## src/rtl/pblaze_irq_timer_port_if.sv

```systemverilog
`default_nettype none
// +----------------------------------------------------------------------+
// | pblaze_irq_timer_port_if                                             |
// | KCPSM3 port bus: port_id/strobe I/O plus interrupt/ack handshake.    |
// | Rev 1.0                                                              |
// +----------------------------------------------------------------------+
interface pblaze_irq_timer_port_if;
    logic [7:0] port_id;
    logic       write_strobe;
    logic       read_strobe;
    logic [7:0] out_port;
    logic [7:0] in_port;
    logic       interrupt;
    logic       interrupt_ack;

    modport master (
        output port_id, write_strobe, read_strobe, out_port, interrupt_ack,
        input  in_port, interrupt
    );

    modport slave (
        input  port_id, write_strobe, read_strobe, out_port, interrupt_ack,
        output in_port, interrupt
    );
endinterface
`default_nettype wire

```

## src/rtl/pblaze_irq_timer_port.sv

```systemverilog
`default_nettype none
// +----------------------------------------------------------------------+
// | pblaze_irq_timer_port                                                |
// | Reload timer + synchronised external event, interrupt source on the  |
// | KCPSM3 port bus. Option: PBLAZE_IRQ_AUTO_CLEAR_EN (ack clears pend). |
// | Rev 1.0                                                              |
// +----------------------------------------------------------------------+
module pblaze_irq_timer_port #(
    parameter logic [7:0]  BASE_ADDR   = 8'h10,
    parameter int unsigned CLK_FREQ_HZ = 25000000
) (
    input  wire logic              clk,
    input  wire logic              reset,
    pblaze_irq_timer_port_if.slave bus,
    input  wire logic              ext_event_i
);

    localparam logic [31:0] c_RST_FULL   = 32'(CLK_FREQ_HZ - 1);
    localparam logic [23:0] c_RELOAD_RST = c_RST_FULL[23:0];

    localparam logic [2:0] c_OFF_CTRL   = 3'd0;
    localparam logic [2:0] c_OFF_STATUS = 3'd1;
    localparam logic [2:0] c_OFF_RL0    = 3'd2;
    localparam logic [2:0] c_OFF_RL1    = 3'd3;
    localparam logic [2:0] c_OFF_RL2    = 3'd4;
    localparam logic [2:0] c_OFF_MISSED = 3'd5;

    typedef enum logic [1:0] {
        S_IDLE    = 2'd0,
        S_ASSERT  = 2'd1,
        S_HOLDOFF = 2'd2
    } state_t;

    state_t      state_q;
    logic        irq_q;
    logic [2:0]  ctrl_q;
    logic [1:0]  pend_q,   pend_d;
    logic [7:0]  missed_q, missed_d;
    logic [23:0] reload_q, reload_d;
    logic [23:0] count_q,  count_d;
    logic [7:0]  in_port_q, in_port_d;
    logic        sync1_q, sync2_q, ext_prev_q;

    logic        w_match;
    logic [2:0]  w_off;
    logic        w_wr;
    logic        w_wr_reload;
    logic        w_rd_missed;
    logic        w_tick;
    logic        w_ext_set;
    logic        w_miss;
    logic [1:0]  w_w1c;
    logic [1:0]  w_autoclr;

    assign w_match     = (bus.port_id[7:3] == BASE_ADDR[7:3]);
    assign w_off       = bus.port_id[2:0];
    assign w_wr        = bus.write_strobe & w_match;
    assign w_wr_reload = w_wr & ((w_off == c_OFF_RL0) | (w_off == c_OFF_RL1) |
                                 (w_off == c_OFF_RL2));
    assign w_rd_missed = bus.read_strobe & w_match & (w_off == c_OFF_MISSED);
    assign w_tick      = ctrl_q[0] & (count_q == 24'd0);
    assign w_ext_set   = sync2_q & ~ext_prev_q & ctrl_q[1];
    assign w_miss      = w_tick & pend_q[0];
    assign w_w1c       = (w_wr && (w_off == c_OFF_STATUS)) ? bus.out_port[1:0] : 2'b00;

`ifdef PBLAZE_IRQ_AUTO_CLEAR_EN
    // Ack retires the highest-priority source only; timer wins over external.
    always_comb begin
        w_autoclr = 2'b00;
        if (state_q == S_ASSERT && ctrl_q[2] && bus.interrupt_ack) begin
            w_autoclr = pend_q[0] ? 2'b01 : 2'b10;
        end
    end
`else
    assign w_autoclr = 2'b00;
`endif

    always_comb begin
        reload_d = reload_q;
        if (w_wr && w_off == c_OFF_RL0) reload_d[7:0]   = bus.out_port;
        if (w_wr && w_off == c_OFF_RL1) reload_d[15:8]  = bus.out_port;
        if (w_wr && w_off == c_OFF_RL2) reload_d[23:16] = bus.out_port;
    end

    // A disabled timer parks at RELOAD so re-enabling always starts a full period.
    always_comb begin
        if (w_wr_reload) begin
            count_d = reload_d;
        end else if (!ctrl_q[0] || w_tick) begin
            count_d = reload_q;
        end else begin
            count_d = count_q - 24'd1;
        end
    end

    always_comb begin
        pend_d = (pend_q & ~w_w1c & ~w_autoclr) | {w_ext_set, w_tick};
    end

    // A miss landing on the clearing read is kept rather than lost.
    always_comb begin
        missed_d = missed_q;
        if (w_rd_missed) begin
            missed_d = w_miss ? 8'd1 : 8'd0;
        end else if (w_miss && missed_q != 8'hFF) begin
            missed_d = missed_q + 8'd1;
        end
    end

    always_comb begin
        in_port_d = 8'h00;
        if (w_match) begin
            case (w_off)
                c_OFF_CTRL:   in_port_d = {5'b0, ctrl_q};
                c_OFF_STATUS: in_port_d = {6'b0, pend_q};
                c_OFF_RL0:    in_port_d = reload_q[7:0];
                c_OFF_RL1:    in_port_d = reload_q[15:8];
                c_OFF_RL2:    in_port_d = reload_q[23:16];
                c_OFF_MISSED: in_port_d = missed_q;
                default:      in_port_d = 8'h00;
            endcase
        end
    end

    always_ff @(posedge clk or posedge reset) begin
        if (reset) begin
            ctrl_q     <= 3'b000;
            pend_q     <= 2'b00;
            missed_q   <= 8'h00;
            reload_q   <= c_RELOAD_RST;
            count_q    <= c_RELOAD_RST;
            in_port_q  <= 8'h00;
            sync1_q    <= 1'b0;
            sync2_q    <= 1'b0;
            ext_prev_q <= 1'b0;
        end else begin
            if (w_wr && w_off == c_OFF_CTRL) ctrl_q <= bus.out_port[2:0];
            pend_q     <= pend_d;
            missed_q   <= missed_d;
            reload_q   <= reload_d;
            count_q    <= count_d;
            in_port_q  <= in_port_d;
            sync1_q    <= ext_event_i;
            sync2_q    <= sync1_q;
            ext_prev_q <= sync2_q;
        end
    end

    always_ff @(posedge clk or posedge reset) begin
        if (reset) begin
            state_q <= S_IDLE;
            irq_q   <= 1'b0;
        end else begin
            case (state_q)
                S_IDLE: begin
                    if (ctrl_q[2] && pend_q != 2'b00) begin
                        state_q <= S_ASSERT;
                        irq_q   <= 1'b1;
                    end
                end
                S_ASSERT: begin
                    if (!ctrl_q[2]) begin
                        state_q <= S_IDLE;
                        irq_q   <= 1'b0;
                    end else if (bus.interrupt_ack) begin
                        state_q <= S_HOLDOFF;
                        irq_q   <= 1'b0;
                    end
                end
                S_HOLDOFF: begin
                    irq_q <= 1'b0;
`ifdef PBLAZE_IRQ_AUTO_CLEAR_EN
                    state_q <= S_IDLE;
`else
                    if (!ctrl_q[2] || pend_q == 2'b00) state_q <= S_IDLE;
`endif
                end
                default: begin
                    state_q <= S_IDLE;
                    irq_q   <= 1'b0;
                end
            endcase
        end
    end

    assign bus.in_port   = in_port_q;
    assign bus.interrupt = irq_q;

endmodule
`default_nettype wire
```

## src/flat_wrapper.sv

```systemverilog
// flat-port wrapper written by rule: the top's interface ports become plain ports
module pblaze_irq_timer_port_flat 
#(
    parameter logic [7:0]  BASE_ADDR   = 8'h10,
    parameter int unsigned CLK_FREQ_HZ = 25000000
)
  (clk, reset, ext_event_i, bus_port_id, bus_write_strobe, bus_read_strobe, bus_out_port, bus_interrupt_ack, bus_in_port, bus_interrupt);
  pblaze_irq_timer_port_if bus_i ();
  input  wire logic clk;
  input  wire logic reset;
  input  wire logic ext_event_i;
  input wire logic [$bits(bus_i.port_id)-1:0] bus_port_id;
  input wire logic [$bits(bus_i.write_strobe)-1:0] bus_write_strobe;
  input wire logic [$bits(bus_i.read_strobe)-1:0] bus_read_strobe;
  input wire logic [$bits(bus_i.out_port)-1:0] bus_out_port;
  input wire logic [$bits(bus_i.interrupt_ack)-1:0] bus_interrupt_ack;
  output wire logic [$bits(bus_i.in_port)-1:0] bus_in_port;
  output wire logic [$bits(bus_i.interrupt)-1:0] bus_interrupt;
  assign bus_i.port_id = bus_port_id;
  assign bus_i.write_strobe = bus_write_strobe;
  assign bus_i.read_strobe = bus_read_strobe;
  assign bus_i.out_port = bus_out_port;
  assign bus_i.interrupt_ack = bus_interrupt_ack;
  assign bus_in_port = bus_i.in_port;
  assign bus_interrupt = bus_i.interrupt;
  pblaze_irq_timer_port #(.BASE_ADDR(BASE_ADDR), .CLK_FREQ_HZ(CLK_FREQ_HZ)) u_core (.clk(clk), .reset(reset), .bus(bus_i), .ext_event_i(ext_event_i));
endmodule
```

## config.mk

```make
export PLATFORM = sky130hd
export DESIGN_NAME = pblaze_irq_timer_port_flat
export DESIGN_NICKNAME = d
export VERILOG_FILES = /design/src/rtl/pblaze_irq_timer_port_if.sv /design/src/rtl/pblaze_irq_timer_port.sv /design/src/flat_wrapper.sv
export SDC_FILE = /design/constraint.sdc
export NUM_CORES = 1
export LEC_CHECK = 0
export ABC_AREA = 1
export BUFFER_PORTS_ARGS = -buffer_cell sky130_fd_sc_hd__buf_2
export CORE_ASPECT_RATIO = 0.8
export CORE_MARGIN = 8
export CORE_UTILIZATION = 50
export CTS_BUF_LIST = sky130_fd_sc_hd__clkbuf_8
export CTS_CLUSTER_DIAMETER = 30
export DETAILED_ROUTE_END_ITERATION = 16
export PLACE_DENSITY_LB_ADDON = 0.2
export REMOVE_ABC_BUFFERS = 1
export SYNTH_ARGS = -nofsm -noshare
export SYNTH_HDL_FRONTEND = slang
export SYNTH_SLANG_ARGS = --single-unit
export TNS_END_PERCENT = 100
```

## constraint.sdc

```tcl
create_clock -name clk -period 4.7 [get_ports clk]
set_input_delay 0 -clock clk [delete_from_list [all_inputs] [get_ports clk]]
set_output_delay 0 -clock clk [all_outputs]
set_load 0.05 [all_outputs]
```

Yosys cells after proc, flatten, opt, wreduce, memory -nomap -nowiden --
Index checks and enable logic that the tools add are counted.
Storage, ports and cells: register bits after elaboration 75, bits in latches 0, RAM bits 0, bits in read-only memories 0, input port bits 22, output and inout port bits 9, word-level logic and storage cells 78, memories kept 0
Cells by class: add/subtract/negate cells 2, multiply operators 0, div/mod/pow operators 0, $lt $le $gt $ge 0, equality and inequality tests 12, shift-type cells 0, mux-type cells 20, bitwise gates (word level) 14, reductions and logical operators 19
Operator list (count):
- $mux W24 | 2
- $mux W8 | 6
- $pmux W8 S6 | 1
- $logic_not A24 Y1 | 1
- $sub A24 B1 Y24 const B | 1
- $mux W2 | 5
- $add A8 B1 Y8 const B | 1
- $and A1 B1 Y1 | 8
- $ne A8 B8 Y1 const B | 1
- $logic_and A1 B1 Y1 | 7
- $eq A3 B2 Y1 const B | 2
- $eq A3 B3 Y1 const B | 2
- $pmux W2 S3 | 1
- $eq A5 B2 Y1 const B | 1
- $logic_not A2 Y1 | 2
- $mux W1 | 4
- $ne A2 B1 Y1 const B | 2
- $reduce_bool A2 Y1 | 2
- $eq A3 B1 Y1 const B | 1
- $logic_not A3 Y1 | 1
- $ne A3 B3 Y1 const B | 1
- $reduce_and A3 Y1 | 1
- $and A2 B2 Y2 | 1
- $eq A2 B1 Y1 const B | 1
- other kinds (9) | 12

Depth between registers and ports, before layout --
Gate-level depths: netlist of run 1.
depth after elaboration 7, gate-level depth with buffers 11, gate-level depth less buffers 10

Worst setup path after synthesis of run 1 --
No wires, ideal clock.
path kind flip-flop to flip-flop, from register u_core.count_q[0], to register u_core.count_q[17], library setup time 0.116 ns, arrival time 1.509 ns, required time 4.584 ns, slack 3.075 ns, cell stages (with the launch flop) 12, buffers on the path 1, period minus slack after synthesis 1.625 ns, cells stage by stage dfstp_2 inv_1 ha_1 nand2_1 nor2_1 nand3_2 nand2_2 buf_4 nor2_1 nand2_1 nand2_1 nand2_1
Between the ends: word-level cells in the longest chain between the ends 5, elaborated cells on any way between the ends 6, classes of those cells 1 x add/sub; 2 x mux; 1 x bitwise; 2 x reduce/logical
Ends and longest elaborated chain:
- start, declared | line pblaze_irq_timer_port.sv:40 | logic [23:0] count_q, count_d;
- start signal, assigned | line pblaze_irq_timer_port.sv:131 | count_q <= c_RELOAD_RST;
- start signal, assigned | line pblaze_irq_timer_port.sv:141 | count_q <= count_d;
- parallel branches: the longest is 3 deep, another holds $sub A24 B1 Y24
- $mux W24 (*) | line pblaze_irq_timer_port.sv:89 | end else if (!ctrl_q[0] || w_tick) begin
- $mux W24 (*) | line pblaze_irq_timer_port.sv:87 | if (w_wr_reload) begin
- named net u_core.count_d[17] | line pblaze_irq_timer_port.sv:40
Mark *: on every way through the listed nets, which the timed path passes. A chain may end at the register's enable or synchronous reset.

Worst setup path after layout of run 1 --
from register u_core.count_q[0], to register u_core.count_q[23]
Same word-level chain as after synthesis.

==> results of run 1 <==
## layout make-up
cell class / count / area [sq um] / share of cell area (%)
inverters: 76 / 290.3 / 5.809
repair buffers: 40 / 247.7 / 4.957
multi-input cells: 435 / 2181 / 43.64
clock inverters: 7 / 93.84 / 1.878
well taps: 115 / 143.9 / 2.879
flip-flops and latches: 75 / 1917 / 38.36
clock buffers: 9 / 123.9 / 2.479
## path summary, 6_finish.rpt
check	startpoint	to	cells after the start
max	u_core.count_q[0]	u_core.count_q[23]	10
min	bus_out_port[0]	u_core.reload_q[8]	3
max reg2reg	u_core.count_q[0]	u_core.count_q[23]	10
min reg2reg	u_core.sync1_q	u_core.sync2_q	0
max in group asynchronous	reset	u_core.missed_q[4]	4
min in group asynchronous	reset	u_core.sync1_q	4
## cells in the final DEF (no fill, tap or decap), drive strengths merged, types with 9 or more instances in the layout
master	netlist	final
dlygate4sd3	0	9
inv	76	77
xor2	9	9
clkbuf	0	9
o22ai	9	9
a21oi	13	13
buf	14	31
nand2	193	193
o21ai	38	38
dfrtp	43	43
nand3	45	45
dfstp	32	32
nand4	19	19
nor2	78	78
## metrics by stage
| stage | setup slack (ns) | util [%] |
|---|---|---|
| global route | 2.229 | 56.02 |
| detailed placement | 2.486 | 52.57 |
| global placement | 2.540 | 52.57 |
| CTS | 2.486 | 56.02 |
| finish | 2.458 | 56.02 |
| floorplan | 2.843 | - |
## flip-flops by register name (all words and copies together), names as in the netlist
| signal | flops |
|---|---|
| u_core.bus.in_port | 8 |
| u_core.bus.interrupt | 1 |
| u_core.count_q | 24 |
| u_core.ctrl_q | 3 |
| u_core.ext_prev_q | 1 |
| u_core.missed_q | 8 |
| u_core.pend_q | 2 |
| u_core.reload_q | 24 |
| u_core.state_q | 2 |
| u_core.sync1_q | 1 |
| u_core.sync2_q | 1 |
## tightest hold or removal path, stage by stage
cell and delay (ns):
buf_2 0.07, inv_1 0.08, o21ai_2 0.16
## repair_timing
action,4_1_cts,5_1_grt
setup endpoints to repair,0,0
endpoints found under the hold margin,63,0
hold buffers,9,0
resized for setup,0,0
buffers inserted,0,0
## kinds of logic after synthesis
| group | count (synthesis) | synth area share (%) |
|---|---|---|
| simple gates | 346 | 34.19 |
| buf+inv | 90 | 9.480 |
| flops | 75 | 42.34 |
| compound gates | 74 | 10.83 |
| xor+xnor | 12 | 2.322 |
| fa+ha+maj | 3 | 0.8293 |
## routing by layer
layer / up-vias / wire length, um / GRT usage [%]
met2: 105 / 5510 / 32.97
li1: 1998 / - / -
met1: 1911 / 5809 / 28.77
met3: 12 / 583 / 4.143
met5: - / 0 / 0
met4: 0 / 146 / 5.607
## power groups by stage
stage / combinational, mW / clock (mW) / sequential (mW)
2_1_floorplan: 0.116 / 0 / 0.740
3_3_place_gp: 0.185 / 0 / 0.733
3_5_place_dp: 0.186 / 0 / 0.734
4_1_cts: 0.193 / 0.559 / 0.722
5_1_grt: 0.215 / 0.587 / 0.727
6_report: 0.192 / 0.546 / 0.723
==> impl_metrics.toml, run 1 <==
[yosys]
synth-main-ff-cell = "dfrtp_1"
synth_most_common_cell = "nand2_1"
synth_area_leaders = "dfrtp_1 (24%), dfstp_2 (19%), nand2_1 (16%)"
synth_area_sq_um = 4527
ys_ff_latch = 75
async_flop_share_pct = 100.0
synth_seq_area_share_pct = 42.34
synth_top_area_share_pct = 23.77
postSynthCellCount = 600
synth_cell_types = 40
ys_warn_count = 0
syn-mean-instance-area_sq_um = 7.545
ys_top_cells_by_count = "nand2_1 (188), inv_1 (69), nor2_1 (68), dfrtp_1 (43), nand3_1 (40)"
yosys.area.top_type = "dfrtp_1"
synth-edff-count = 0

[sta]
finClkSkew_ns = 0.006720
rsz0062_at_grt = "no"
slew_headroom_pct = 37.66
whs_ns = 0.01180
slew_violations = 0
period_share_pct = 47.69
final-setup-viol-count = 0
fmax_mhz = 446.1
worstMarginPinSlew_ns = 0.9352
fin_crit_ns = 2.242
fin_tns_setup_ns = 0
hold_viol = 0

[cts]
cts_tree = "built"
cts.sinks = 75
htree_num_levels = 3
cts_buffers = 9
clock_path_buffers = 2
clkLatencyLatePin_ns = 0.35
clk_pin_slew_ns = 0.08
root_buffer = "clkbuf_8"

[power]
p_int_mw = 1.051
power_density_nw_per_um2 = 292.5
p_switching_mw = 0.4110
clkPwrFrac_pct = 37.4
ir_worst_vdd_uv = 233.0
cellLeakagePower_nw = 2.363
swShare_pct = 28.12
power_mw = 1.462
comb_power_share_pct = 13.2
seq_power_share_pct = 49.5

[floorplanning]
num_rows = 31
core_sq_um = 8921
die_h_um = 101.1
dieArea_sq_um = 12370
io_pins = 31
die_w_um = 122.4
start_util_pct = 50.74

[critical_path]
worst_setup_path_start_kind = "flip-flop"
critPathArrivalTime_ns = 2.49
slowest_stage = "dfstp_2"
cp_num_buf_inv = 2
worst-path-max-fanout = 32
rrSetupSlack_ns = 2.46
crit_top_cell = "nand2_1"
path_cells = "inv_1 -> ha_1 -> nand2_1 -> nor2_1 -> nand3_2 -> nand2_2 -> inv_2 -> nand3_1 -> nand2_1 -> nand2_1"
critPathRequiredTime_ns = 4.95
worst-setup-path-type = "reg -> reg"
endpoint_kind = "flip-flop"
critical_path.max_stage_delay_ns = 0.56
path_delay_family = "simple AND/OR/NAND/NOR gates"

[grt]
antenna_found_initial = 0
grt_pass1_wl_mm = 20.13
grt_usage_pct = 20.95
first_global_vias = 3981
overflow = 0
grt_max_degree = 76

[cells_and_area]
drive_gt1_share_pct = 19.31
nNetsFinal = 662
num-fill-cells = 871
fin_area_sq_um = 4997
antennaDiodeCount = 0
syn2layout_area_growth_pct = 10.39
final-instance-count-excl-fill = 757

[status]
outcome = "finished clean"

[route]
antenna_left = 0
wl_mm = 12.05
drt_iter0_drc = 322
vias_per_cell = 5.318
wl_per_cell_um = 15.92
via_count = 4026
drc = 0
firstDrtPassIters = 5

[placed_design]
post-place-cells = 732
hpwl_mm = 9.208
place_area_sq_um = 4690
port_buffers = 30
place_congestion = 0.9574

[min_path]
hold_path_class = "in -> reg"

[run]
cap_violations = 0
No activity file was read; power rests on OpenSTA's default activity.
==> run 2: changes to the inputs <==
- clock period: 4.7 -> 2.17 ns (I/O delays scaled with it)
==> run 2 against run 1 <==
- power increased by 130%
- via count increased by 2.0%
- non-clock buffer count increased by 6
- critical path depth unchanged
- combinational power increased by 120%
- flip-flop and latch count unchanged
- core utilization increased by 1.1 points
- wire length increased by 2.5%
- critical endpoint is now u_core.count_q[3]
==> impl_metrics.toml, run 2 (synthesis results as in run 1) <==
[floorplanning]
dieArea_sq_um = 12370
core_sq_um = 8921
die_w_um = 122.4
num_rows = 31
start_util_pct = 50.74
die_h_um = 101.1
io_pins = 31

[route]
drt_iter0_drc = 337
drc = 0
via_count = 4105
vias_per_cell = 5.380
wl_per_cell_um = 16.19
antenna_left = 0
wl_mm = 12.35
firstDrtPassIters = 5

[min_path]
hold_end = "u_core.reload_q[9]"
hold_path_class = "in -> reg"
whs_path_depth = 3
hp-start = "bus_out_port[1]"

[cells_and_area]
nNetsFinal = 668
largestRegisters = "u_core.count_q: 24 flops, u_core.reload_q: 24 flops"
fin_area_sq_um = 5092
drive_gt1_share_pct = 19.91
layout_common_cells = "nand2_1 (188), inv_1 (68), nor2_1 (68)"
final_common_cell = "nand2_1"
antennaDiodeCount = 0
syn2layout_area_growth_pct = 12.49

[critical_path]
crit-reg2reg-launch = "u_core.count_q[0]"
rr_worst_depth = 10
worst-setup-path-type = "in -> reg"
worst-path-max-fanout = 20
critPathArrivalTime_ns = 2.17
r2r-end = "u_core.count_q[23]"
rrSetupSlack_ns = 0.27
critPathRequiredTime_ns = 2.43
endpoint_kind = "flip-flop"
worst_setup_path_start_kind = "input port"

[sta]
fin_tns_setup_ns = 0
slew_headroom_pct = 52.86
worstMarginPinSlew_ns = 0.7063
fmax_mhz = 522.6
period_share_pct = 88.18
fin_crit_ns = 1.914
finClkSkew_ns = 0.007971
rsz0062_at_grt = "no"
slew_violations = 0
final-setup-viol-count = 0
hold_viol = 0

[grt]
grt_pass1_wl_mm = 20.38
grt_max_degree = 38
overflow = 0
antenna_found_initial = 0
grt_usage_pct = 21.25
first_global_vias = 4028

[cts]
clkLatencyLatePin_ns = 0.36
cts_hold_buf = 11
cts_tree = "built"
cts_setup_buffers = 0
clk_pin_slew_ns = 0.08
htree_num_levels = 3
clock_path_buffers = 2
cts_buffers = 9
post_cts_resized = 0
root_buffer = "clkbuf_8"
cts.sinks = 75

[placed_design]
hpwl_mm = 9.276
place_congestion = 0.9737
place_area_sq_um = 4732
port_buffers = 30

[run]
cap_violations = 0

[power]
power_density_nw_per_um2 = 658.4
cellLeakagePower_nw = 2.411
ir_worst_vdd_uv = 463.3

[status]
outcome = "finished clean"
## run 2: cell count changes in the layout (fill, tap and decap cells not counted)
cell / before / now
clkbuf_8: 9 / 10
clkinvlp_4: 1 / 0
dlygate4sd3_1: 9 / 11
inv_1: 69 / 68
bufinv_16: 2 / 3
buf_12: 0 / 1
buf_4: 1 / 4
## run 2: worst max-delay path by stage
stage	startpoint	end	slack, ns	cells after the start
floorplan	reset	u_core.bus.in_port[0]	0.31	1
global placement	u_core.count_q[0]	u_core.count_q[0]	0.32	10
detailed placement	u_core.count_q[0]	u_core.count_q[0]	0.31	10
CTS	bus_port_id[3]	u_core.count_q[6]	0.29	10
global route	u_core.count_q[0]	u_core.count_q[17]	0.15	11
finish	bus_port_id[3]	u_core.count_q[3]	0.26	10
## run 2: layout make-up
| class | instances | area, sq um |
|---|---|---|
| Tap cell | 115 | 143.9 |
| Inverter | 76 | 290.3 |
| Clock buffer | 10 | 137.6 |
| Clock inverter | 6 | 112.6 |
| Fill cell | 843 | 3829 |
| Timing Repair Buffer | 46 | 310.3 |
| Sequential cell | 75 | 1917 |
| Multi-Input combinational cell | 435 | 2181 |
## run 2: stage by stage
stage                     cells  setup slack [ns]  util, %  power, mW  hold WS (ns)
after floorplan             586            0.3130        -      1.854       0.03143
after global placement      736            0.3216    53.04      1.992       0.04279
after detailed placement    736            0.3122    53.04      1.997       0.05581
after CTS                   763            0.2919    57.08      3.379      0.009668
after global routing        763            0.1477    57.08      3.494       0.02648
final                       763            0.2564    57.08      3.353       0.02385
## run 2: where the power goes
part	leakage, nW	switching [mW]	total, mW	internal (mW)
logic	1.41	0.287	0.427	0.140
clock network	0.126	0.564	1.36	0.797
registers	0.874	0.0659	1.56	1.50
total	2.41	0.916	3.35	2.44
## run 2: critical path, stage by stage
cell,delay (ns)
dlygate4sd3_1,0.54
buf_2,0.13
nor2_2,0.13
nand2_1,0.11
nor2_4,0.19
nand3_4,0.29
nand2_4,0.16
inv_1,0.31
nand3_1,0.21
o21ai_1,0.11
## run 2: layer usage
layer  track usage (%)  wire [um]
met5                 0          0
met4             5.794        167
met3             4.479        654
met2             32.47       5435
met1             29.74       6097
==> run 3: changes to the inputs <==
- HOLD_SLACK_MARGIN: unset -> 0.15
==> run 3 against run 2 <==
- combinational power is 4% higher
- non-clock buffer count is 10 higher
- power is 0.41% higher
- sequential power hardly changed
- clock-buffer cell count stayed put
- first-iteration DRC count is 10% higher
- critical endpoint is now u_core.count_q[6]
- setup slack worse by 0.0063 ns
- wire length is 1.3% higher
- sequential share of layout area is 0.73 points lower
- via count is 1.2% higher
- cell count is 1.3% higher
==> impl_metrics.toml, run 3 (synthesis results as in run 1) <==
[power]
cellLeakagePower_nw = 2.455
power_density_nw_per_um2 = 648.3
power_mw = 3.366
ir_worst_vdd_uv = 467.0

[route]
vias_per_cell = 5.373
antenna_left = 0
firstDrtPassIters = 5
wl_mm = 12.51
drt_iter0_drc = 371
via_count = 4153
drc = 0
wl_per_cell_um = 16.19

[critical_path]
crit-reg2reg-launch = "u_core.count_q[0]"
rr_worst_depth = 10
rrSetupSlack_ns = 0.27
critPathArrivalTime_ns = 2.14
worst_setup_path_start_kind = "input port"
endpoint_kind = "flip-flop"
worst-path-max-fanout = 20
r2r-end = "u_core.count_q[23]"
critPathRequiredTime_ns = 2.39
worst-setup-path-type = "in -> reg"

[cts]
clock_path_buffers = 2
clk_pin_slew_ns = 0.08
cts_hold_buf = 21
cts_buffers = 9
cts.sinks = 75
post_cts_resized = 0
cts_tree = "built"
root_buffer = "clkbuf_8"
clkLatencyLatePin_ns = 0.36
cts_setup_buffers = 0
htree_num_levels = 3

[grt]
grt_max_degree = 38
overflow = 0
first_global_vias = 4088
grt_pass1_wl_mm = 20.72
antenna_found_initial = 0
grt_usage_pct = 21.61

[floorplanning]
die_h_um = 101.1
dieArea_sq_um = 12370
num_rows = 31
io_pins = 31
start_util_pct = 50.74
die_w_um = 122.4
core_sq_um = 8921

[cells_and_area]
layout_common_cells = "nand2_1 (188), inv_1 (68), nor2_1 (68)"
final_common_cell = "nand2_1"
nNetsFinal = 678
fin_util_pct = 58.20
drive_gt1_share_pct = 19.60
regArea_sq_um = 1917
multiInputGateArea_sq_um = 2181
num-fill-cells = 825
syn2layout_area_growth_pct = 14.70
antennaDiodeCount = 0
largestRegisters = "u_core.count_q: 24 flops, u_core.reload_q: 24 flops"

[sta]
period_share_pct = 88.48
fin_tns_setup_ns = 0
fin_crit_ns = 1.920
fmax_mhz = 520.9
slew_headroom_pct = 53.88
rsz0062_at_grt = "no"
finClkSkew_ns = 0.005298
hold_viol = 0
slew_violations = 0
worstMarginPinSlew_ns = 0.6911
final-setup-viol-count = 0

[placed_design]
port_buffers = 30
hpwl_mm = 9.276
place_congestion = 0.9737

[min_path]
hold_end = "u_core.missed_q[0]"
hold_path_class = "in -> reg"
whs_path_depth = 4
hp-start = "bus_read_strobe"

[run]
cap_violations = 0

[status]
outcome = "finished clean"
[run 3: cell count changes in the layout (fill, tap and decap cells not counted)]
| cell | delta |
|---|---|
| dlygate4sd3_1 | +10 |
[run 3: cell type report]
cell class                      count  share of cell area (%)
Sequential cell                    75                   36.92
Clock buffer                       10                   2.651
Clock inverter                      6                   2.169
Tap cell                          115                   2.771
Multi-Input combinational cell    435                   42.00
Inverter                           76                   5.590
Timing Repair Buffer               56                   7.904
[run 3: per-layer routing]
layer / wire length [um] / GRT usage [%] / up-vias
met4: 199 / 6.075 / 0
met1: 6105 / 30.01 / 1988
met5: 0 / 0 / -
li1: - / - / 2034
met2: 5516 / 33.22 / 115
met3: 693 / 4.535 / 16
[run 3: how the worst max path moves through the flow]
stage	start	to	slack [ns]
2_1_floorplan	reset	u_core.bus.in_port[0]	0.31
3_3_place_gp	u_core.count_q[0]	u_core.count_q[0]	0.32
3_5_place_dp	u_core.count_q[0]	u_core.count_q[0]	0.31
4_1_cts	bus_port_id[3]	u_core.count_q[6]	0.29
5_1_grt	bus_port_id[4]	u_core.count_q[3]	0.12
6_report	bus_port_id[3]	u_core.count_q[6]	0.25
[run 3: worst max-delay path: stages]
cell and delay, ns:
dlygate4sd3_1 0.54, buf_2 0.13, nor2_2 0.14, nand2_1 0.11, nor2_4 0.19, nand3_4 0.29
nand2_4 0.16, inv_1 0.31, nand3_1 0.19, o21ai_1 0.08
[run 3: power breakdown]
group	total [mW]	switching (mW)	internal, mW
registers	1.56	0.0662	1.50
logic	0.442	0.290	0.152
clock network	1.36	0.562	0.797
[run 3: stage by stage]
step | setup WS, ns | area (sq um) | instances | hold slack, ns
final | 0.2501 | 5192 | 773 | 0.1796
after detailed placement | 0.3122 | 4732 | 736 | 0.05581
after CTS | 0.2919 | 5192 | 773 | 0.1570
after global routing | 0.1236 | 5192 | 773 | 0.2099
after global placement | 0.3216 | 4732 | 736 | 0.04279
after floorplan | 0.3130 | 4388 | 586 | 0.03143
